`config.mk`:
```
export PLATFORM = sky130hd
export DESIGN_NAME = sramx_rr_arbiter
export DESIGN_NICKNAME = d
export VERILOG_FILES = /design/src/rtl/sramx_rr_arbiter.sv
export SDC_FILE = /design/constraint.sdc
export NUM_CORES = 1
export LEC_CHECK = 0
export BUFFER_PORTS_ARGS = -buffer_cell sky130_fd_sc_hd__clkbuf_2
export CAP_MARGIN = 20
export CORE_AREA = 4 4 105 107
export CTS_CLUSTER_DIAMETER = 40
export CTS_CLUSTER_SIZE = 12
export DETAILED_ROUTE_END_ITERATION = 12
export DIE_AREA = 0 0 109 111
export PLACE_DENSITY = 0.53
export SYNTH_ARGS = -nofsm -noshare
export SYNTH_HDL_FRONTEND = slang
export SYNTH_SLANG_ARGS = --single-unit
```
`constraint.sdc`:
```
create_clock -name clk -period 1.66 [get_ports clk]
set_clock_uncertainty 0.05 [all_clocks]
set_input_delay 0.415 -clock clk [delete_from_list [all_inputs] [get_ports clk]]
set_output_delay 0.415 -clock clk [all_outputs]
set_load 0.05 [all_outputs]
```
`src/rtl/sramx_rr_arbiter.sv`:
```
// ============================================================================
// Module   : sramx_rr_arbiter
// Purpose  : Round-robin N-channel SRAMx-style arbiter onto a single SRAM port
//            with one-cycle read latency and per-channel response routing.
// Options  : SRAMX_RR_ARBITER_ADDR_XLAT_EN enables kseg0/kseg1 stripping.
// Revision : 1.0 - initial release
// ============================================================================
`default_nettype none

module sramx_rr_arbiter #(
   parameter int NUM_CH     = 2,
   parameter int ADDR_WIDTH = 32,
   parameter int DATA_WIDTH = 32
) (
   input  logic                           clk,
   input  logic                           reset,
   input  logic [NUM_CH-1:0]              ch_req,
   input  logic [NUM_CH*(DATA_WIDTH/8)-1:0] ch_wen,
   input  logic [NUM_CH*ADDR_WIDTH-1:0]   ch_addr,
   input  logic [NUM_CH*DATA_WIDTH-1:0]   ch_wdata,
   output logic [NUM_CH-1:0]              ch_addr_ok,
   output logic [NUM_CH-1:0]              ch_data_ok,
   output logic [DATA_WIDTH-1:0]          ch_rdata,
   output logic                           sram_en,
   output logic [DATA_WIDTH/8-1:0]        sram_wen,
   output logic [ADDR_WIDTH-1:0]          sram_addr,
   output logic [DATA_WIDTH-1:0]          sram_wdata,
   input  logic [DATA_WIDTH-1:0]          sram_rdata
);

   localparam int WB    = DATA_WIDTH / 8;
   localparam int PTR_W = (NUM_CH > 1) ? $clog2(NUM_CH) : 1;

   logic [PTR_W-1:0]      rr_ptr_q, rr_ptr_d;
   logic                  resp_vld_q, resp_vld_d;
   logic [PTR_W-1:0]      resp_ch_q, resp_ch_d;

   logic                  grant_vld;
   logic [PTR_W-1:0]      grant_idx;
   logic [WB-1:0]         sel_wen;
   logic [ADDR_WIDTH-1:0] sel_addr;
   logic [DATA_WIDTH-1:0] sel_wdata;

   // Descending scans leave the lowest matching index; channels at or above
   // the pointer override those below it, giving a wrapping search.
   always_comb begin
      grant_vld = 1'b0;
      grant_idx = '0;
      for (int c = NUM_CH - 1; c >= 0; c--) begin
         if (ch_req[c] && (PTR_W'(c) < rr_ptr_q)) begin
            grant_vld = 1'b1;
            grant_idx = PTR_W'(c);
         end
      end
      for (int c = NUM_CH - 1; c >= 0; c--) begin
         if (ch_req[c] && (PTR_W'(c) >= rr_ptr_q)) begin
            grant_vld = 1'b1;
            grant_idx = PTR_W'(c);
         end
      end
   end

   always_comb begin
      ch_addr_ok = '0;
      sel_wen    = '0;
      sel_addr   = '0;
      sel_wdata  = '0;
      for (int c = 0; c < NUM_CH; c++) begin
         if (grant_vld && (grant_idx == PTR_W'(c))) begin
            ch_addr_ok[c] = 1'b1;
            sel_wen       = ch_wen[c*WB +: WB];
            sel_addr      = ch_addr[c*ADDR_WIDTH +: ADDR_WIDTH];
            sel_wdata     = ch_wdata[c*DATA_WIDTH +: DATA_WIDTH];
         end
      end
   end

   assign sram_en    = grant_vld;
   assign sram_wen   = sel_wen;
   assign sram_wdata = sel_wdata;

`ifdef SRAMX_RR_ARBITER_ADDR_XLAT_EN
   // kseg0/kseg1 (top bits 2'b10) map onto the low 512 MB physical window.
   always_comb begin
      sram_addr = sel_addr;
      if (sel_addr[ADDR_WIDTH-1 -: 2] == 2'b10) begin
         sram_addr[ADDR_WIDTH-1 -: 3] = 3'b000;
      end
   end
`else
   assign sram_addr = sel_addr;
`endif

   always_comb begin
      rr_ptr_d = rr_ptr_q;
      if (grant_vld) begin
         rr_ptr_d = (grant_idx == PTR_W'(NUM_CH - 1)) ? '0 : grant_idx + 1'b1;
      end
      resp_vld_d = grant_vld;
      resp_ch_d  = grant_idx;
   end

   always_ff @(posedge clk) begin
      if (reset) begin
         rr_ptr_q   <= '0;
         resp_vld_q <= 1'b0;
         resp_ch_q  <= '0;
      end else begin
         rr_ptr_q   <= rr_ptr_d;
         resp_vld_q <= resp_vld_d;
         resp_ch_q  <= resp_ch_d;
      end
   end

   // Gating with reset drops a response whose request was accepted just
   // before reset asserted.
   always_comb begin
      ch_data_ok = '0;
      for (int c = 0; c < NUM_CH; c++) begin
         if (resp_vld_q && !reset && (resp_ch_q == PTR_W'(c))) begin
            ch_data_ok[c] = 1'b1;
         end
      end
      ch_rdata = (resp_vld_q && !reset) ? sram_rdata : '0;
   end

endmodule

`default_nettype wire

```
# [Word-level counts from Yosys, hierarchy flattened]
# Index checks and enable logic that the tools add are counted.
[totals] elab_cells=39 inputBits=172 ff_bits=3 out_inout_bits=105
[op_classes] n_mux=19 bitwise=2 n_lt_le_gt_ge=4 reduce_logical=10 n_addsub=1
[op_table] op="32-bit 2-to-1 mux" n=5
[op_table] op="1-bit 2-to-1 mux" n=12
[op_table] op="1-bit logical AND" n=9
[op_table] op="4-bit 2-to-1 mux" n=2
[op_table] op="1-bit greater-or-equal comparator, first input constant" n=2
[op_table] op="1-bit less-than comparator, first input constant" n=2
[op_table] op="1-bit inverter" n=2
[op_table] op="1-bit adder, second input constant" n=1
[op_table] op="1-bit zero test" n=1

# [Longest topological paths before layout]
# Gate-level depths: netlist of the first run.
[depth] word_depth=10 depth_mapped=5 ltp_nobuf=2

# [Worst setup path after synthesis of the first run]
# No wires, ideal clock.
[synth_timing] path_type="input-to-output" startpoint="input port ch_req[1]" endpoint="output port sram_addr[25]" path_buffers=2 setup_slack_ns=-0.432 required_ns=1.195 arrival_time_ns=1.627 cell_stages=4 path_cell_list="buf_2 -> a21boi_4 -> buf_2 -> a32o_1"
[synth_via] elab_chain_len=9 word_cells_on_any_way=14 classes_between="9 x mux; 1 x bitwise; 4 x reduce/logical"
[synth_lines] element="start: declaration" line="17" text="input logic [NUM_CH-1:0] ch_req,"
[synth_lines] element="1-bit logical AND" line="50" text="if (ch_req[c] && (PTR_W'(c) < rr_ptr_q)) begin"
[synth_lines] element="1-bit 2-to-1 mux (2 in series)" line="50"
[synth_lines] element="1-bit 2-to-1 mux (2 in series)" line="56" text="if (ch_req[c] && (PTR_W'(c) >= rr_ptr_q)) begin"
[synth_lines] element="1-bit inverter" line="69" text="if (grant_vld && (grant_idx == PTR_W'(c))) begin"
[synth_lines] element="1-bit logical AND" line="69"
[synth_lines] element="32-bit 2-to-1 mux" line="69"
[synth_lines] element="32-bit 2-to-1 mux (*)" line="69"
[synth_lines] element="end: declaration" line="26" text="output logic [ADDR_WIDTH-1:0] sram_addr,"
# Every way passes the cells marked *; elsewhere a longest branch is shown, timed or not.

# [Worst setup path after layout of the first run]
[layout_timing] startpoint="input port ch_req[0]" endpoint="output port sram_wdata[18]"
[layout_via] elab_chain_len=8 word_cells_on_any_way=13 classes_between="8 x mux; 1 x bitwise; 4 x reduce/logical"
[layout_lines] element="1-bit logical AND" line="50"
[layout_lines] element="1-bit 2-to-1 mux" line="50"
[layout_lines] element="1-bit 2-to-1 mux (2 in series)" line="56"
[layout_lines] element="1-bit inverter" line="69"
[layout_lines] element="1-bit logical AND" line="69"
[layout_lines] element="32-bit 2-to-1 mux" line="69"
[layout_lines] element="32-bit 2-to-1 mux (*)" line="69"
[layout_lines] element="end: declaration" line="27" text="output logic [DATA_WIDTH-1:0] sram_wdata,"
# Marked as above.

==> metrics, run 1 <==
status=finished, violations left; failing checks=setup timing; Core Box Area=roughly 10000 um2; final WL=around 11 mm; IO Pins=between 200 and 300; Final Cycle Share=113%; GRT Residual Overflow=0; WP data required=~1200 ps; Syn Inst Count=140; PD cells=about 520 nW/um2; WP buf/inv=4; Hold Path Class=primary input to flop; final slew viol count=0; post-route ant nets=0; CTS max path bufs=2; Netlist cell types=14; post-synth top area share=between 50 and 60%; FMAX=roughly 530 MHz; largest net degree at the start of global routing=34; setup slack after layout=-220 ps; Hold Fails Final Rpt=0; Hold Startpoint=ch_req[0]; area leader, netlist=a32o_1; CTS buffer count=3; GRT Total Usage=between 10% and 20%; syn_nets=~310; final instance area=about 4800 um2; Final min period=approximately 1900 ps; worst-margin pin slew=about 360 ps; H-Tree Depth=1; synthesis-to-layout area growth=300%; CP Max Fanout=6; worst path arrival time=between 1000 and 1500 ps; Placement Setup Slack=-319 ps; Post-Syn Area=1200 um2; Slew headroom=between 70% and 80%; Root Buffer=clkbuf_8; vias in the first global route=just under 3000; FF+latch count, synth=3; antenna violations before repair=0; sequential area share after synthesis=approximately 5%; total of max-cap violations=0; Leak Pwr=around 2.6 nW; r2r endpoint=resp_ch_q; Synth area leaders=a32o_1, and2_1, buf_6; vias per cell=between 4 and 5; layout cells sized above 1=a little over nine tenths; flop2flop setup slack=roughly 640 ps; Critical R2R Launch=rr_ptr_q; CP max stage cell=a32o_2; peak supply drop=about 210 uV; DP Wirelength=between 7 and 8 mm; Worst Hold Depth=3; # setup viols final=roughly 100; antenna cells=0; wire per inst=around 20 um; Die W=109 um; CTS hold repair buffers=0; Initial Util=between 10% and 20%; Site Rows=37; worst-path cell chain=clkbuf_16 -> a21boi_4 -> buf_12 -> clkbuf_16 -> a32o_2 -> buf_12; Min-Delay Endpoint=rr_ptr_q; DP Area=around 3500 um2; Die Ht=around 110 um; Placer Congestion=0.699; crit path launch type=primary input; initial DRC count=66; DRC violations left=0; CP Class=primary input to primary output; worst skew pair latency=~210 ps; PortBufs=276; CTS clk-pin slew, worst paths=approximately 30 ps; Reg2Reg Depth=3; final core utilization=between 40% and 50%; synth warn=0; Crit. End Element=primary output; vias after detailed routing=about 2500; Largest stage delay, worst path=240 ps; DR pass1 iterations=4; CTS tree=built; Die ar.=12100 um2; delay-heaviest family, CP=buffers and inverters; RSZ-0062 raised after global routing=true; Nets=597; syn avg cell area=approximately 8.6 um2; global-route wire length before repair=approximately 16 mm; Sink Count=3
synthesized netlist by cell type, drive strengths merged:
master and n:
a211oi 1, a21boi 1, a32o 68, and2 34
and3b 1, buf 16, clkbuf 10, dfxtp 3
nand2b 1, nor2 1, nor2b 3, or2 1
logic make-up after synthesis:
family / synth area share (%)
simple gates: 21.4
flops: 5.01
compound gates: 58.9
buf+inv: 14.7
how the worst max path moves through the flow:
| stage | start | end | cells past startpoint |
|---|---|---|---|
| CTS | rr_ptr_q | sram_wdata[19] | 4 |
| detailed placement | ch_req[1] | sram_addr[18] | 5 |
| global route | rr_ptr_q | sram_wdata[19] | 4 |
| global placement | ch_req[1] | sram_addr[18] | 5 |
| finish | ch_req[0] | sram_wdata[18] | 6 |
| floorplan | ch_req[1] | sram_addr[15] | 5 |
final cells by class:
type	instances	area (um2)
repair buffers	306	3360
clock buffers	4	45.0
multi-input cells	111	1160
fillers	890	5340
well taps	136	170
flip-flops and latches	3	62.6
metrics by stage:
stage / power, mW / hold slack [ps] / setup TNS, ps / instances
after floorplan: 1.11 / 437 / -4300 / 140
after global placement: 1.78 / 562 / -19460 / 538
after detailed placement: 1.79 / 577 / -20750 / 538
after CTS: 2.40 / 446 / -15200 / 555
after global routing: 2.60 / 501 / -18460 / 560
final: 2.51 / 448 / -14890 / 560
layer usage:
metal	up-vias	GRT usage (%)	routed length (um)
li1	1182	-	-
met1	1186	16.3	3710
met2	163	31.6	6110
met3	18	3.84	1010
met4	0	6.65	366
met5	-	0	0
state kept, by name (all words and copies together) (netlist names):
name and flops:
resp_ch_q 1, resp_vld_q 1, rr_ptr_q 1
power by group:
group | total (mW) | switching [mW] | internal, mW
clock network | 0.212 | 0.0482 | 0.164
registers | 0.0829 | 0.00450 | 0.0784
logic | 2.21 | 1.13 | 1.09
worst register-to-register path, delay by kind of cell, from the launching register on:
kind / cells / cell delay, ps
buf+inv: 1 / 170
simple gates: 2 / 360
flops: 1 / 330
placed cells by master, fill, tap and decap left out, types with 2 or more instances in the layout:
master and count:
a32o_2 68, and2_4 33, buf_12 51, buf_16 7
buf_4 5, buf_6 6, buf_8 49, clkbuf_16 16
clkbuf_2 169, clkbuf_8 5, dfxtp_2 2, nor2b_4 2
repair_timing:
action                                  in CTS  in global routing
endpoints found under the setup margin     105                104
gates resized for setup                    187                 62
pin swaps                                   29                 11
gates cloned                                 9                  3
setup buffers                                4                  4
Note: power is estimated with default switching activity, not from simulation.
==> run 2: changes to the inputs <==
CAP_MARGIN = 30   (was 20)
CORE_AREA = 4 4 104 106   (was 4 4 105 107)
DIE_AREA = 0 0 108 110   (was 0 0 109 111)
clock period = 2.21 ns   (was 1.66 ns; I/O delays follow)
==> metrics, run 2 (same netlist as run 1, synthesis figures left out) <==
status=finished, final reports clean; final WL=9.58 mm (-14%); WP data required=1610 ps (+420 ps); worst-margin pin slew=322 ps (-33.9 ps); Slew headroom=78.5% (+2.3 points); vias per cell=4.43 (-2.6%); vias in the first global route=2276 (-23%); GRT Total Usage=12.4% (-4.0 points); Die ar.=11900 um2 (-1.8%); commonest non-fill, non-tap cell in the layout=clkbuf_2; Final min period=roughly 2200 ps; Largest regs=resp_ch_q x1, resp_vld_q x1, rr_ptr_q x1; area of the multi-input gates=1010 um2 (-12%); GRT Residual Overflow=0 (unchanged); Site Rows=36 (-2.7%); Root Buffer=clkbuf_8; CTS max path bufs=2 (unchanged); Die W=108 um (-0.92%); CP Class=primary input to primary output; worst path arrival time=1570 ps (+160 ps); CP Max Fanout=7 (+1); RSZ-0062 raised after global routing=true; synthesis-to-layout area growth=222%; Sink Count=3 (unchanged); CTS tree=built; FMAX=between 400 and 500 MHz; fill count=969 (+8.9%); antenna violations before repair=0 (unchanged); vias after detailed routing=2412 (-5.4%); Initial Util=12.3% (+0.44 points); CP max stage cell=clkbuf_4; Nets=584 (-2.2%); antenna cells=0 (unchanged); PD cells=423 nW/um2 (-19%); Largest stage delay, worst path=220 ps (-20 ps); setup slack after layout=39.2 ps (+259 ps); Hold Path Class=flop to flop; Placer Congestion=0.749 (+7.2%); total of max-cap violations=0 (unchanged); Core Box Area=9770 um2 (-3.6%); Crit. End Element=primary output; DP Wirelength=7.35 mm (+0.91%); H-Tree Depth=1 (unchanged); hold_ws=502 ps (+53.9 ps); final instance area=3860 um2 (-19%); wire per inst=17.6 um (-12%); global-route wire length before repair=11.7 mm (-25%); CTS buffer count=3 (unchanged); Placement Setup Slack=-25.6 ps (+293 ps); worst skew pair latency=220 ps (about the same); CTS hold repair buffers=0 (unchanged); DP Area=3560 um2 (+1.5%); Hold Fails Final Rpt=0 (unchanged); Final Cycle Share=a little over nine tenths; Leak Pwr=2.07 nW (-20%); Setup TNS Final=0 ps (+14890 ps); most frequent cells in the layout=clkbuf_2, buf_12, a32o_2, and2_1, a32o_1; peak supply drop=170 uV (-21%); initial DRC count=70 (+6.1%); post-route ant nets=0 (unchanged); Reg area=60.1 um2 (-4.0%); DR pass1 iterations=4 (unchanged); PortBufs=276 (unchanged); crit path launch type=primary input; IO Pins=277 (unchanged); # setup viols final=0 (-100%); final slew viol count=0 (unchanged); largest net degree at the start of global routing=56 (+65%); Pwr Total=1.63 mW (-35%); CTS clk-pin slew, worst paths=30 ps (about the same); DRC violations left=0 (unchanged); worst-path cell chain=buf_2 -> a21boi_4 -> buf_12 -> buf_6 -> a32o_1 -> clkbuf_4; layout cells sized above 1=82.0% (-17 points); Die Ht=110 um (-0.90%)
-- run 2: routing by layer --
layer	global-route usage [%]	up-vias	wire [um]
met5	0	-	0
met3	3.15	10	963
met4	3.07	0	140
li1	-	1145	-
met1	12.8	1105	3310
met2	24.9	152	5170
-- run 2: report_power, final --
part | switching, mW | internal (mW)
Clock | 0.0392 | 0.123
Sequential | 0.00290 | 0.0582
Combinational | 0.786 | 0.623
Total | 0.828 | 0.805
-- run 2: cell type report --
class | count | share of cell area [%]
Clock buffer | 4 | 1.17
Multi-Input combinational cell | 111 | 26.2
Sequential cell | 3 | 1.55
Tap cell | 133 | 4.31
Timing Repair Buffer | 293 | 66.7
-- run 2: timing repair --
action                                  in CTS  in global routing
endpoints found under the setup margin      32                 53
pin swaps                                    0                  2
buffers inserted                             0                  1
cloned                                       0                  5
resized for setup                           32                 52
-- run 2: worst max-delay path: cells and delay by family --
kind	cells	cell delay (ps)
compound gates	2	330
buf+inv	4	670
-- run 2: metrics by stage --
step	instances	utilization (%)
finish	544	39.5
global route	544	39.5
CTS	538	37.6
detailed placement	534	36.4
global placement	534	36.4
floorplan	140	-
-- run 2: worst paths after layout --
check / startpoint / to / slack [ps] / depth (start not counted)
max: ch_req[1] / sram_wdata[8] / 40 / 6
min: rr_ptr_q / rr_ptr_q / 500 / 1
max reg2reg: rr_ptr_q / resp_ch_q / 1090 / 3
min reg2reg: rr_ptr_q / rr_ptr_q / 500 / 1
